--- config.mk ---
export PLATFORM = sky130hd
export DESIGN_NAME = pipe_skid_reg_flat
export DESIGN_NICKNAME = d
export VERILOG_FILES = /design/src/rtl/pipe_skid_if.sv /design/src/rtl/pipe_skid_reg.sv /design/src/flat_wrapper.sv
export SDC_FILE = /design/constraint.sdc
export NUM_CORES = 1
export LEC_CHECK = 0
export CAP_MARGIN = 20
export CORE_MARGIN = 2
export CORE_UTILIZATION = 45
export CTS_CLUSTER_SIZE = 28
export DETAILED_ROUTE_END_ITERATION = 8
export GPL_ROUTABILITY_DRIVEN = 1
export GPL_TIMING_DRIVEN = 0
export PLACE_DENSITY = 0.77
export SYNTH_ARGS = -nofsm -noshare
export SYNTH_HDL_FRONTEND = slang
export SYNTH_SLANG_ARGS = --single-unit
--- constraint.sdc ---
create_clock -name clk -period 1.65 [get_ports clk]
set_input_delay 0.33 -clock clk [delete_from_list [all_inputs] [get_ports clk]]
set_output_delay 0.33 -clock clk [all_outputs]
set_load 0.01 [all_outputs]
--- src/rtl/pipe_skid_if.sv ---
// Valid/ready stream bundle. The producer side uses the master modport,
// the consumer side uses the slave modport.
interface pipe_skid_if #(
  parameter int DATA_W = 128
);
  logic              valid;
  logic              ready;
  logic [DATA_W-1:0] data;

  modport master (output valid, output data, input  ready);
  modport slave  (input  valid, input  data, output ready);
endinterface

--- src/rtl/pipe_skid_reg.sv ---
// Pipeline stage register with valid/ready handshake, synchronous flush to a
// bubble value, and an optional two-entry skid buffer that keeps in_ready
// coming straight from a flop.
module pipe_skid_reg #(
  parameter int                DATA_W     = 128,
  parameter logic [DATA_W-1:0] BUBBLE_VAL = '0,
  parameter bit                SKID       = 1'b1
) (
  input  logic        clk,
  input  logic        reset,
  input  logic        flush,
  pipe_skid_if.slave  in_if,
  pipe_skid_if.master out_if,
  output logic [1:0]  occupancy
);

  // EMPTY: nothing held; ONE: main valid; FULL: main and skid valid.
  typedef enum logic [1:0] {S_EMPTY = 2'd0, S_ONE = 2'd1, S_FULL = 2'd2} state_t;

  state_t            state_q, state_n;
  logic [DATA_W-1:0] main_q, main_n;
  logic [DATA_W-1:0] skid_q, skid_n;
  logic              rdy_q;
  logic [1:0]        occ_q, occ_n;
  logic              in_ready;
  logic              out_valid;
  logic              accept, consume;

  assign out_valid = (state_q != S_EMPTY);

  // in_ready: flopped in skid mode, pass-through of downstream ready otherwise.
  always_comb begin
    in_ready = SKID ? rdy_q : (!out_valid || out_if.ready);
  end

  assign accept  = in_if.valid && in_ready;
  assign consume = out_valid && out_if.ready;

  // Next-state and data movement; flush wins over any accept this cycle.
  always_comb begin
    state_n = state_q;
    main_n  = main_q;
    skid_n  = skid_q;
    if (flush) begin
      state_n = S_EMPTY;
      main_n  = BUBBLE_VAL;
      skid_n  = BUBBLE_VAL;
    end else begin
      case (state_q)
        S_EMPTY: begin
          if (accept) begin
            state_n = S_ONE;
            main_n  = in_if.data;
          end
        end
        S_ONE: begin
          if (accept && consume) begin
            main_n = in_if.data;
          end else if (accept) begin
            // Only reachable in skid mode; single-entry mode ties accept to consume here.
            state_n = S_FULL;
            skid_n  = in_if.data;
          end else if (consume) begin
            state_n = S_EMPTY;
            main_n  = BUBBLE_VAL;
          end
        end
        S_FULL: begin
          // in_ready is low in FULL, so only the drain case matters.
          if (consume) begin
            state_n = S_ONE;
            main_n  = skid_q;
            skid_n  = BUBBLE_VAL;
          end
        end
        default: begin
          state_n = S_EMPTY;
          main_n  = BUBBLE_VAL;
          skid_n  = BUBBLE_VAL;
        end
      endcase
    end
  end

  // Occupancy follows directly from the encoded next state.
  always_comb begin
    occ_n = 2'(state_n);
  end

  // State register; reset behaves exactly like flush.
  always_ff @(posedge clk) begin
    if (reset) begin
      state_q <= S_EMPTY;
      main_q  <= BUBBLE_VAL;
      skid_q  <= BUBBLE_VAL;
      rdy_q   <= 1'b1;
      occ_q   <= 2'd0;
    end else begin
      state_q <= state_n;
      main_q  <= main_n;
      skid_q  <= skid_n;
      rdy_q   <= (state_n != S_FULL);
      occ_q   <= occ_n;
    end
  end

  assign in_if.ready  = in_ready;
  assign out_if.valid = out_valid;
  assign out_if.data  = main_q;
  assign occupancy    = occ_q;

endmodule

--- src/flat_wrapper.sv ---
// flat-port wrapper written by rule: the top's interface ports become plain ports
module pipe_skid_reg_flat 
#(
  parameter int                DATA_W     = 128,
  parameter logic [DATA_W-1:0] BUBBLE_VAL = '0,
  parameter bit                SKID       = 1'b1
)
  (clk, reset, flush, occupancy, in_if_valid, in_if_data, in_if_ready, out_if_valid, out_if_data, out_if_ready);
  pipe_skid_if #(.DATA_W(DATA_W)) in_if_i ();
  pipe_skid_if #(.DATA_W(DATA_W)) out_if_i ();
  input  logic clk;
  input  logic reset;
  input  logic flush;
  output logic [1:0] occupancy;
  input wire logic [$bits(in_if_i.valid)-1:0] in_if_valid;
  input wire logic [$bits(in_if_i.data)-1:0] in_if_data;
  output wire logic [$bits(in_if_i.ready)-1:0] in_if_ready;
  output wire logic [$bits(out_if_i.valid)-1:0] out_if_valid;
  output wire logic [$bits(out_if_i.data)-1:0] out_if_data;
  input wire logic [$bits(out_if_i.ready)-1:0] out_if_ready;
  assign in_if_i.valid = in_if_valid;
  assign in_if_i.data = in_if_data;
  assign in_if_ready = in_if_i.ready;
  assign out_if_valid = out_if_i.valid;
  assign out_if_data = out_if_i.data;
  assign out_if_i.ready = out_if_ready;
  pipe_skid_reg #(.DATA_W(DATA_W), .BUBBLE_VAL(BUBBLE_VAL), .SKID(SKID)) u_core (.clk(clk), .reset(reset), .flush(flush), .in_if(in_if_i), .out_if(out_if_i), .occupancy(occupancy));
endmodule
==> results list, run 1 <==
- The die is 171.5 µm tall.
- In this run, the number of DRC markers left after iteration 0 of detailed routing was 750.
* CP Data Required Time: 1.32 ns
- First-pass GRT wire length: 57.95 mm
* Worst-skew pair later-pin latency: 0.54 ns
- By area the synthesized netlist is led by dfxtp_1 41%, mux2i_1 20%, nor2_1 7.7%, a22oi_1 7.6%, and2_1 6.3%.
* Post-route DRC violation count: 0
- Cells fill 60.50% of the core in the end.
- The HPWL after detailed placement is 25.81 mm.
* Number of detailed-routing iterations run before antenna repair: 5
* Arrival time at the worst endpoint: roughly 1.3 ns
* Dominant combinational cell family by area after synthesis: multiplexers
- In this run, synthesis produced a sequential element count of 259.
* Endpoint kind of the worst setup timing path: output port
- At the pin with the least slew margin, the transition time is around 0.52 ns.
- Static Leak: 6.599 nW
- In the final routed layout, each cell accounts on average for about 18 µm.
* Clk sinks: 259
* Global route overflow: 0
- The portion of synthesized area spent on multiplexers is between 20% and 30%.
- The largest individual stage delay along the critical path comes from the cell dfxtp_2.
- about 270 I/O pins were placed.
- Unique masters post-synth: 28
- After synthesis, the mean cell area works out to about 9 µm².
* Final hold violation count: 0
- Share of cells above drive strength 1: 10.65%
- Stage delay of the slowest cell on the critical path: ~0.32 ns
- The tightest hold path in the finished design has a slack of 0.2307 ns.
- Final sum of negative setup slack: 0 ns
- Final setup slack of the worst path: 0.01299 ns
- Layout Nets: roughly 1.8k
- CTS tree: built
* # H-tree levels: 1
- Number of routed nets with antenna violations: 0
- Dividing total power by cell area gives a power density of ~900 mW/mm².
* Max-slew headroom at the worst pin: 65.24%
- Number of port buffers: ~260
* Max-cap check violation count: 0
- Largest fanout on the critical path: 5
- Total length of routed wires: about 37 mm
* Area growth from synthesis to final layout: 32.74%
- Number of max-slew violations in the final report: 0
* Std-Cell Core Area: 0.02771 mm²
- Of the total synthesized cell area, the portion taken by XOR and XNOR cells is 0.1982%.
- The detailed router placed around 11k vias in this run.
* Delay-heaviest family, CP: buffers and inverters
* Setup repair after global routing missed its margin: yes
- Number of cells produced by synthesis: 1366
- The via count of the first global-routing pass was 11.03k.
- Area share of the largest cell type after synthesis: 41.06%
- The die covers 0.02942 mm².
- The synthesized netlist occupies a cell area of 0.01263 mm².
- Setup violations remaining at the end of the flow were counted as 0.
- The flow ran to the end, and the final reports show no timing, DRC or antenna violations.
* Top cell type by total area after synthesis: dfxtp_1
- OpenSTA, run right after detailed placement, puts the worst setup slack at -0.9990 ns.
- For this run, the number of Yosys warnings is 0.
- Synth Area in Compound Gates: 15.80%
- The initial antenna violation count is 2.
- Based on the critical path, the design can be clocked at up to 0.6109 GHz.
- Die width: 171.5 µm
- Worst Hold Class: in -> reg
- Final Critical Period: 1.637 ns
- Global placement routability congestion: 0.8248
- The floorplan has 61 rows.
- STA classifies the critical path startpoint as a flop.
* Maximum clock skew at final layout: 0.007147 ns
* Buf/Inv on CP: 3
- Worst Setup Path Type: reg -> out
- The initial utilization of the core area, before any placement, comes to 45.58%.
* CTS root buffer: clkbuf_16
* Nets in the synthesized netlist: 1499
- The worst register-to-register path has a setup slack of 0.05 ns.
- Counting along the longest clock path gives a buffer depth of 3.
* Simple-gate share of the synthesized area: between 15 and 20%
- The final critical path takes up around 99% of the cycle.
- Clock-pin slew was measured on the worst setup and hold paths at 0.06 ns.
- For this run, the register share of the synthesized area comes to 41.06%.
- Number of buffers inserted during clock tree synthesis: 29
- Summing the areas of all fa, ha and maj instances in the mapped netlist gives 0% of the synthesized area.
- DR vias/cell: 5.439
* Global Route Usage Sum: about a quarter
- Pin count of the biggest net entering global routing: 14
* Cell chain of the critical path: buf_6, nor2_4, inv_1, buf_2
* Largest voltage drop on the vdd net: 0.6479 mV
- Hold bufs inserted after CTS: 0
==> through the flow <==
stage | std cells | instance area [µm²] | power [W]
final | 2059 | 16760 | 0.01494
after global routing | 2059 | 16760 | 0.01552
after CTS | 2056 | 16620 | 0.01502
after detailed placement | 2007 | 15730 | 0.008858
after global placement | 2007 | 15730 | 0.008823
after floorplan | 1366 | 12630 | 0.007851
==> layer usage <==
| metal | up-vias | routed length, µm | global-route usage [%] |
|---|---|---|---|
| met5 | - | 0 | 0 |
| met1 | 5354 | 16300 | 31.92 |
| met2 | 356 | 17380 | 41.73 |
| met4 | 0 | 971 | 8.143 |
| met3 | 67 | 2311 | 3.981 |
| li1 | 5422 | - | - |
==> flip-flops by register name, indices dropped and copies added, names as in the netlist <==
| register | cells |
|---|---|
| u_core.out_if.data | 128 |
| u_core.state_q | 2 |
| u_core.in_if.ready | 1 |
| u_core.skid_q | 128 |
==> area by class of cell <==
type	instances	area, µm²
plain buffers	136	1079
diodes	1	2.502
inverters	3	11.26
clock buffers	44	822.0
well taps	378	473.0
fillers	2416	10940
repair buffers	265	2474
multi-input cells	968	6635
flip-flops and latches	259	5187
clock inverters	5	78.83
==> what timing repair did <==
item / 4_1_cts / 5_1_grt
buffers inserted: 0 / 0
cloned: 0 / 2
endpoints found under the setup margin: 380 / 245
resized for setup: 211 / 77
==> power breakdown <==
part	switching, W	total [W]	leakage [nW]	internal (W)
Combinational	0.00119	0.00226	4.06	0.00107
Clock	0.00251	0.00622	0.440	0.00371
Sequential	0.0000724	0.00646	2.10	0.00639
Total	0.00377	0.0149	6.60	0.0112
==> placed cells by master, fill, tap and decap left out, types with 3 or more instances in the layout <==
cell	synthesis	routed
dlygate4sd2_1	0	131
nor2_1	258	257
clkdlybuf4s50_1	0	131
and2_1	128	128
a22oi_1	128	128
o2bb2ai_1	73	73
nand2_1	56	56
inv_1	3	3
buf_2	38	23
o22ai_1	55	54
dfxtp_1	259	257
clkbuf_1	58	19
clkbuf_16	0	29
mux2i_1	256	255
buf_6	16	32
clkbuf_4	0	16
clkbuf_2	0	35
buf_8	10	14
buf_4	7	11
clkbuf_8	0	4
==> worst min-delay path, stage by stage <==
cell	delay, ns
buf_4	0.14
inv_1	0.08
o22a_1	0.14
nor2_1	0.04
==> cell usage after synthesis <==
master / number
a211o_1: 1
a22o_1: 1
a22oi_1: 128
and2_1: 128
and3b_1: 1
and4b_1: 1
buf_1: 7
buf_2: 38
buf_4: 7
buf_6: 16
buf_8: 10
clkbuf_1: 58
dfxtp_1: 259
inv_1: 3
mux2i_1: 256
nand2_1: 56
nand2b_1: 2
nand4b_1: 1
nor2_1: 258
nor2b_1: 1
o22a_1: 1
o22a_2: 1
o22ai_1: 55
o2bb2ai_1: 73
o2bb2ai_2: 1
or2_2: 1
xnor2_1: 1
xor2_2: 1
==> cell families (layout without fill, tap and decap cells) <==
logic type,after synthesis,after routing
xor gates and xnor gates,2,2
DFF,259,259
muxes,256,256
AOI/OAI and AO/OA,261,261
and+or+nand+nor,449,449
other,0,1
buffers and inverters,139,453
==> path summary, 6_finish.rpt <==
kind                           from                      end  cells after the start
setup / recovery  u_core.state_q[1]             out_if_valid                      4
hold / removal         out_if_ready        u_core.state_q[0]                      4
setup reg to reg  u_core.state_q[1]  u_core.out_if.data[118]                      7
hold reg to reg   u_core.skid_q[89]        u_core.skid_q[89]                      2
Note: power is estimated with default switching activity, not from simulation.
==> run 2, diff against run 1 <==
CORE_UTILIZATION = 40   (was 45)
PLACE_DENSITY = 0.7   (was 0.77)
==> run 2 against run 1 <==
Sequential share of layout area shrank 0.67 points. Combinational power grew 6%. Non-clock buffer count grew 1.
==> results list, run 2 (synthesis results as in run 1) <==
- The first global-routing pass estimated ~60 mm of wire.
- Dividing total power by cell area gives a power density of just under 900 mW/mm².
- The placed instances occupy a cell area of around 0.016 mm².
- Max-cap check violation count: 0
* Post-route clock period utilization: 99.63%
* Commonest cells after routing, fill and taps aside: 257 x nor2_1, 256 x mux2i_1, 256 x dfxtp_1
* Std-Cell Core Area: 0.03131 mm²
- Number of buffers inserted during clock tree synthesis: 29
* Die width: 181.7 µm
- Post-route DRC violation count: 0
- At the worst endpoint, the required time is approximately 1.3 ns.
- TritonCTS built the clock tree.
- Clock tree synthesis found a total of 259 sinks.
* Final hold violation count: 0
- Global placement routability congestion: 0.7883
- Timing would allow up to 0.6083 GHz.
* Final Cell Area: 0.01714 mm²
* DP Cell Count: about 2.0k
* Combinational power share: 15.6%
- Number of routed nets with antenna violations: 0
- Number of antenna violations at the first check in global routing: 2
* Static Leak: approximately 6.6 nW
* Share of total power in the clock network: 42.1%
- The longest clock path from root to sink contains 3 buffers.
- Setup repair after global routing missed its margin: yes
* Pin count of the biggest net entering global routing: 14
* Site row count: 65
- DR vias/cell: 5.299
* CP Launch Type: flop
- The flow ran to the end, and the final reports show no timing, DRC or antenna violations.
- Hold is met by 0.2443 ns.
* Count of buffers added by post-CTS timing repair for setup: 0
- Setup total negative slack on the finished layout was measured at 0 ns.
- Post-placement setup slack: -1.076 ns
- Switching fraction of total power: 25.74%
- Summed over all nets, the switching power comes to 0.003937 W.
* DIE HEIGHT: 181.7 µm
- DIE AREA: 0.03301 mm²
- Non-filler cells, final: 2089
- For this run the aggregate overflow at the end of global routing stands at 0.
- Clock latency on the worst-skew pair, taken at its later pin, is 0.54 ns.
- Dividing the detail-routed wire length by the instance count gives 18.37 µm.
- Internal portion of total power: 0.01136 W
- Max-slew headroom at the worst pin: 63.61%
- Placed wire-length estimate after detailed placement: 26.70 mm
- After layout, the worst setup slack is 0.006164 ns.
* Worst Setup Path Type: reg -> out
- At the pin with the least slew margin, the transition time is 0.5458 ns.
* Number of detailed-routing iterations run before antenna repair: 5
- CTS built an H-tree with a depth of 1.
- For this block, the initial DRC count from the detailed router was 620.
- Endpoint kind of the worst setup timing path: output port
* Vias: 11.07k
- Clock input transition at the sequential cells of the worst setup and hold paths: 0.06 ns
- Final Setup Violations: 0
* Worst Hold Class: in -> reg
- Leading cell type in the layout, fill and taps excluded: nor2_1
- Area growth from synthesis to final layout: 35.71%
- CTS root buffer: clkbuf_16
* Via count of the first global-routing pass: approximately 11k
- On the final layout, the worst clock skew is 0.009722 ns.
- For this configuration, the core starts out at a cell density of 40.33%.
- Fill cells: 2844
* Arrival time at the worst endpoint: 1.31 ns
- The final layout contains routed wiring with a total length of 38.38 mm.
- The max-slew violation count came to 0.
- Number of port buffers: between 200 and 300
* Global Route Usage Sum: 22.54%
* Share of cells above drive strength 1: 13.95%
* Final Critical Period: 1.644 ns
* Number of placed I/O pins: 265
* Largest voltage drop on the vdd net: 0.7650 mV
* Largest fanout on the critical path: 5
- Per report_power, the sequential group accounts for 42.3% of the total.
* Layout Nets: 1796
-- run 2: cell count changes in the layout (fill, tap and decap cells not counted), sizes merged --
| cell | delta |
|---|---|
| clkinvlp | +1 |
| buf | -4 |
| clkbuf | +4 |
| diode | +2 |
| bufinv | +1 |
| clkinv | +2 |
-- run 2: final timing paths --
path | startpoint | cells past startpoint | to | slack [ns]
max | u_core.state_q[0] | 4 | out_if_valid | 0.006
min | out_if_ready | 4 | u_core.state_q[0] | 0.24
max reg2reg | u_core.state_q[1] | 7 | u_core.out_if.data[39] | 0.02
min reg2reg | u_core.skid_q[95] | 2 | u_core.skid_q[95] | 0.49
-- run 2: what timing repair did --
| item | 4_1_cts | 5_1_grt |
|---|---|---|
| gates resized for setup | 214 | 131 |
| cloned | 0 | 3 |
| setup endpoints to repair | 380 | 244 |
| hold buffers | 0 | 0 |
| pin swaps | 0 | 4 |
-- run 2: final cells by class --
| type | instances | area (µm²) | share of cell area, % |
|---|---|---|---|
| clock buffers | 43 | 808.3 | 4.716 |
| clock inverters | 9 | 126.4 | 0.7374 |
| well taps | 402 | 503.0 | 2.935 |
| multi-input cells | 968 | 6889 | 40.20 |
| inverters | 3 | 11.26 | 0.06571 |
| diodes | 3 | 7.507 | 0.04381 |
| flip-flops and latches | 259 | 5189 | 30.28 |
| plain buffers | 136 | 1099 | 6.410 |
| repair buffers | 266 | 2505 | 14.62 |
-- run 2: critical path: stages (launching register included) --
cell and delay [ns]:
dfxtp_2 0.33, buf_6 0.13, nor2_4 0.13, inv_2 0.06, buf_6 0.13
-- run 2: power by group through the flow --
stage | logic (W) | registers [W] | clock network, W
6_report | 0.00239 | 0.00647 | 0.00644
3_5_place_dp | 0.00227 | 0.00660 | 0
5_1_grt | 0.00258 | 0.00648 | 0.00684
2_1_floorplan | 0.00121 | 0.00664 | 0
3_3_place_gp | 0.00225 | 0.00660 | 0
4_1_cts | 0.00224 | 0.00646 | 0.00656
-- run 2: metrics by stage --
step | total power [W] | util (%)
finish | 0.01530 | 54.73
global route | 0.01590 | 54.72
CTS | 0.01525 | 53.27
detailed placement | 0.008870 | 50.35
global placement | 0.008844 | 50.35
floorplan | 0.007851 | -
-- run 2: routing by layer --
metal	GRT usage, %	share of wire [%]	vias up	wire, µm
met5	0	0	-	0
met4	7.837	3.0	0	1168
met3	3.710	4.8	71	1861
li1	-	-	5420	-
met1	29.17	45	5300	17170
met2	38.07	47	278	18180
==> run 3, diff against run 2 <==
CTS_CLUSTER_DIAMETER = 50   (was unset)
PLACE_DENSITY = 0.73   (was 0.7)
clock period = 1.35 ns   (was 1.65 ns; I/O delays follow)
==> run 3 against run 2 <==
The run now ends with setup timing left. Via count grew 2.6%. Hold slack lost 0.039 ns. Count of clock-buffer cells in the layout shrank 9. Power grew 34%. Critical path type is now reg -> reg.
==> results list, run 3 (synthesis results as in run 1) <==
- Result of the run: finished, violations left
- The checks that failed: setup timing.
* Std-Cell Core Area: roughly 0.031 mm²
- Largest fanout on the critical path: 9
- Max frequency: between 0.6 and 0.7 GHz
- Data on the critical path is required at its endpoint by 1.78 ns.
* Max-cap check violation count: 0
* Largest voltage drop on the vdd net: 0.8545 mV
* Post-route clock period utilization: 120.6%
- CP Launch Type: flop
* Setup repair after global routing missed its margin: yes
- CTS root buffer: clkbuf_16
* DR vias/cell: 5.393
- Measured against its own limit, the worst slew margin works out to 65.16%.
- Initial Util: around two fifths
- Maximum clock skew at final layout: 0.02257 ns
- The worst setup path is of the reg -> reg kind.
- The worst register-to-register path begins at u_core.state_q[1].
- In this run the vertical extent of the chip is 181.7 µm.
- Before antenna repair, the detailed router went through 5 iterations.
- After clock tree synthesis, the clock-pin slew on the worst setup and hold paths is approximately 0.060 ns.
* Via count of the first global-routing pass: between 10k and 15k
* First-pass GRT wire length: 59.59 mm
* Arrival time at the worst endpoint: 2.06 ns
* Measured slew at the worst slew-check pin: 0.5225 ns
* Site row count: 65
- Wirelength per Cell: around 19 µm
* Number of buffers inserted during clock tree synthesis: 31
- For this block, the initial DRC count from the detailed router was about 580.
* Final hold violation count: 0
- Endpoint kind of the worst setup timing path: flop
* Post-placement setup slack: -1.316 ns
- CTS tree: built
- Setup violations remaining at the end of the flow were counted as around 370.
- Worst-skew pair later-pin latency: 0.56 ns
- The min-delay analysis places its worst path in the category in -> reg.
- The final layout contains routed wiring with a total length of 39.48 mm.
* DIE AREA: 0.03301 mm²
- In the final layout, the share of cells above drive strength 1 is 18.91%.
- Max Root-Sink Buffers: 3
- Clk sinks: approximately 260
* Power Density: 1122 mW/mm²
- In this run the remaining antenna-violating nets after routing total 0.
- Leading cell type in the layout, fill and taps excluded: nor2_1
- Fill cells: 2681
- In this run the count of I/O pins placed on the die edge is 265.
* # diodes: 0
- Worst hold start: out_if_ready
- Global route overflow: 0
* Vias: 11.35k
- Final Critical Period: approximately 1.6 ns
- Die width: 181.7 µm
- The design draws between 0.02 and 0.025 W.
- Global routing used 22.17% of the available tracks across all layers.
* Number of port buffers: roughly 260
* Global placement routability congestion: just under 0.8
- Pin count of the biggest net entering global routing: 15
- Static Leak: 6.985 nW
- CTS built an H-tree with a depth of 1.
- After detailed routing, the number of remaining DRC violations is 0.
* Layout Nets: 1813
* Commonest cells after routing, fill and taps aside: 257 x nor2_1, 256 x dfxtp_1, 251 x mux2i_1
* Number of max-slew violations in the final report: 0
- Tracing the worst setup path back leads to its startpoint at u_core.state_q[1].
- In the post-route analysis, the smallest setup slack over all paths is -0.2782 ns.
* Number of antenna violations at the first check in global routing: 1
* Placed wire-length estimate after detailed placement: 26.43 mm
* Area growth from synthesis to final layout: 44.61%
## run 3: cell types whose count changed in the layout (fill, tap and decap cells not counted), sizes merged
cell | previous run | this run
clkinvlp | 1 | 4
diode | 3 | 0
buf | 76 | 96
bufinv | 3 | 7
inv | 4 | 7
dlygate4sd2 | 131 | 129
clkinv | 4 | 7
clkbuf | 107 | 95
## run 3: cell type report
cell class              count  area, µm²  area share (%)
plain buffers             135       1313           7.187
clock buffers              34      797.0           4.364
clock inverters            22      349.1           1.911
inverters                   3      11.26         0.06166
multi-input cells         968       7320           40.08
flip-flops and latches    259       5191           28.43
well taps                 402      503.0           2.754
repair buffers            282       2779           15.22
## run 3: worst paths after layout
kind / depth (start not counted) / end / slack [ns]
max: 7 / u_core.out_if.data[49] / -0.28
min: 4 / u_core.state_q[0] / 0.20
max reg2reg: 7 / u_core.out_if.data[49] / -0.28
min reg2reg: 2 / u_core.skid_q[16] / 0.50
## run 3: power breakdown
| part | internal [W] | total (W) | switching, W | leakage (nW) |
|---|---|---|---|---|
| clock network | 0.00568 | 0.00930 | 0.00361 | 0.546 |
| registers | 0.00780 | 0.00790 | 0.000104 | 2.10 |
| logic | 0.00162 | 0.00329 | 0.00167 | 4.34 |
| total | 0.0151 | 0.0205 | 0.00539 | 6.99 |
## run 3: per-stage QoR
| step | hold WS [ns] | setup TNS [ns] | cell area (µm²) | instances | utilization (%) |
|---|---|---|---|---|---|
| global route | 0.2117 | -80.19 | 18260 | 2105 | 58.33 |
| detailed placement | 0.4849 | -283.36 | 15960 | 2031 | 50.96 |
| finish | 0.2050 | -51.96 | 18260 | 2105 | 58.33 |
| global placement | 0.4716 | -275.28 | 15960 | 2031 | 50.96 |
| floorplan | 0.4601 | -21.58 | 12820 | 1366 | - |
| CTS | 0.1419 | -61.46 | 17190 | 2086 | 54.91 |
## run 3: per-layer routing
metal  routed length, µm  GRT usage (%)  vias to the layer above
li1                    -              -                     5482
met1               17740          29.61                     5487
met2               18420          36.06                      325
met3                2457          4.874                       56
met4                 847          6.276                        2
met5                  13              0                        -
## run 3: critical path, stage by stage (launching register included)
cell	delay, ns
dfxtp_4	0.36
buf_8	0.14
xor2_4	0.15
a22o_4	0.26
buf_12	0.18
clkbuf_16	0.17
a22oi_1	0.18
nor2_1	0.06
## run 3: what timing repair did
action                     in CTS  in global routing
setup buffers                   0                  9
resized for setup             230                193
setup endpoints to repair     391                391
cloned                          0                 10
pin swaps                       0                 39
hold buffers                    0                  0
hold endpoints to repair        0                  0
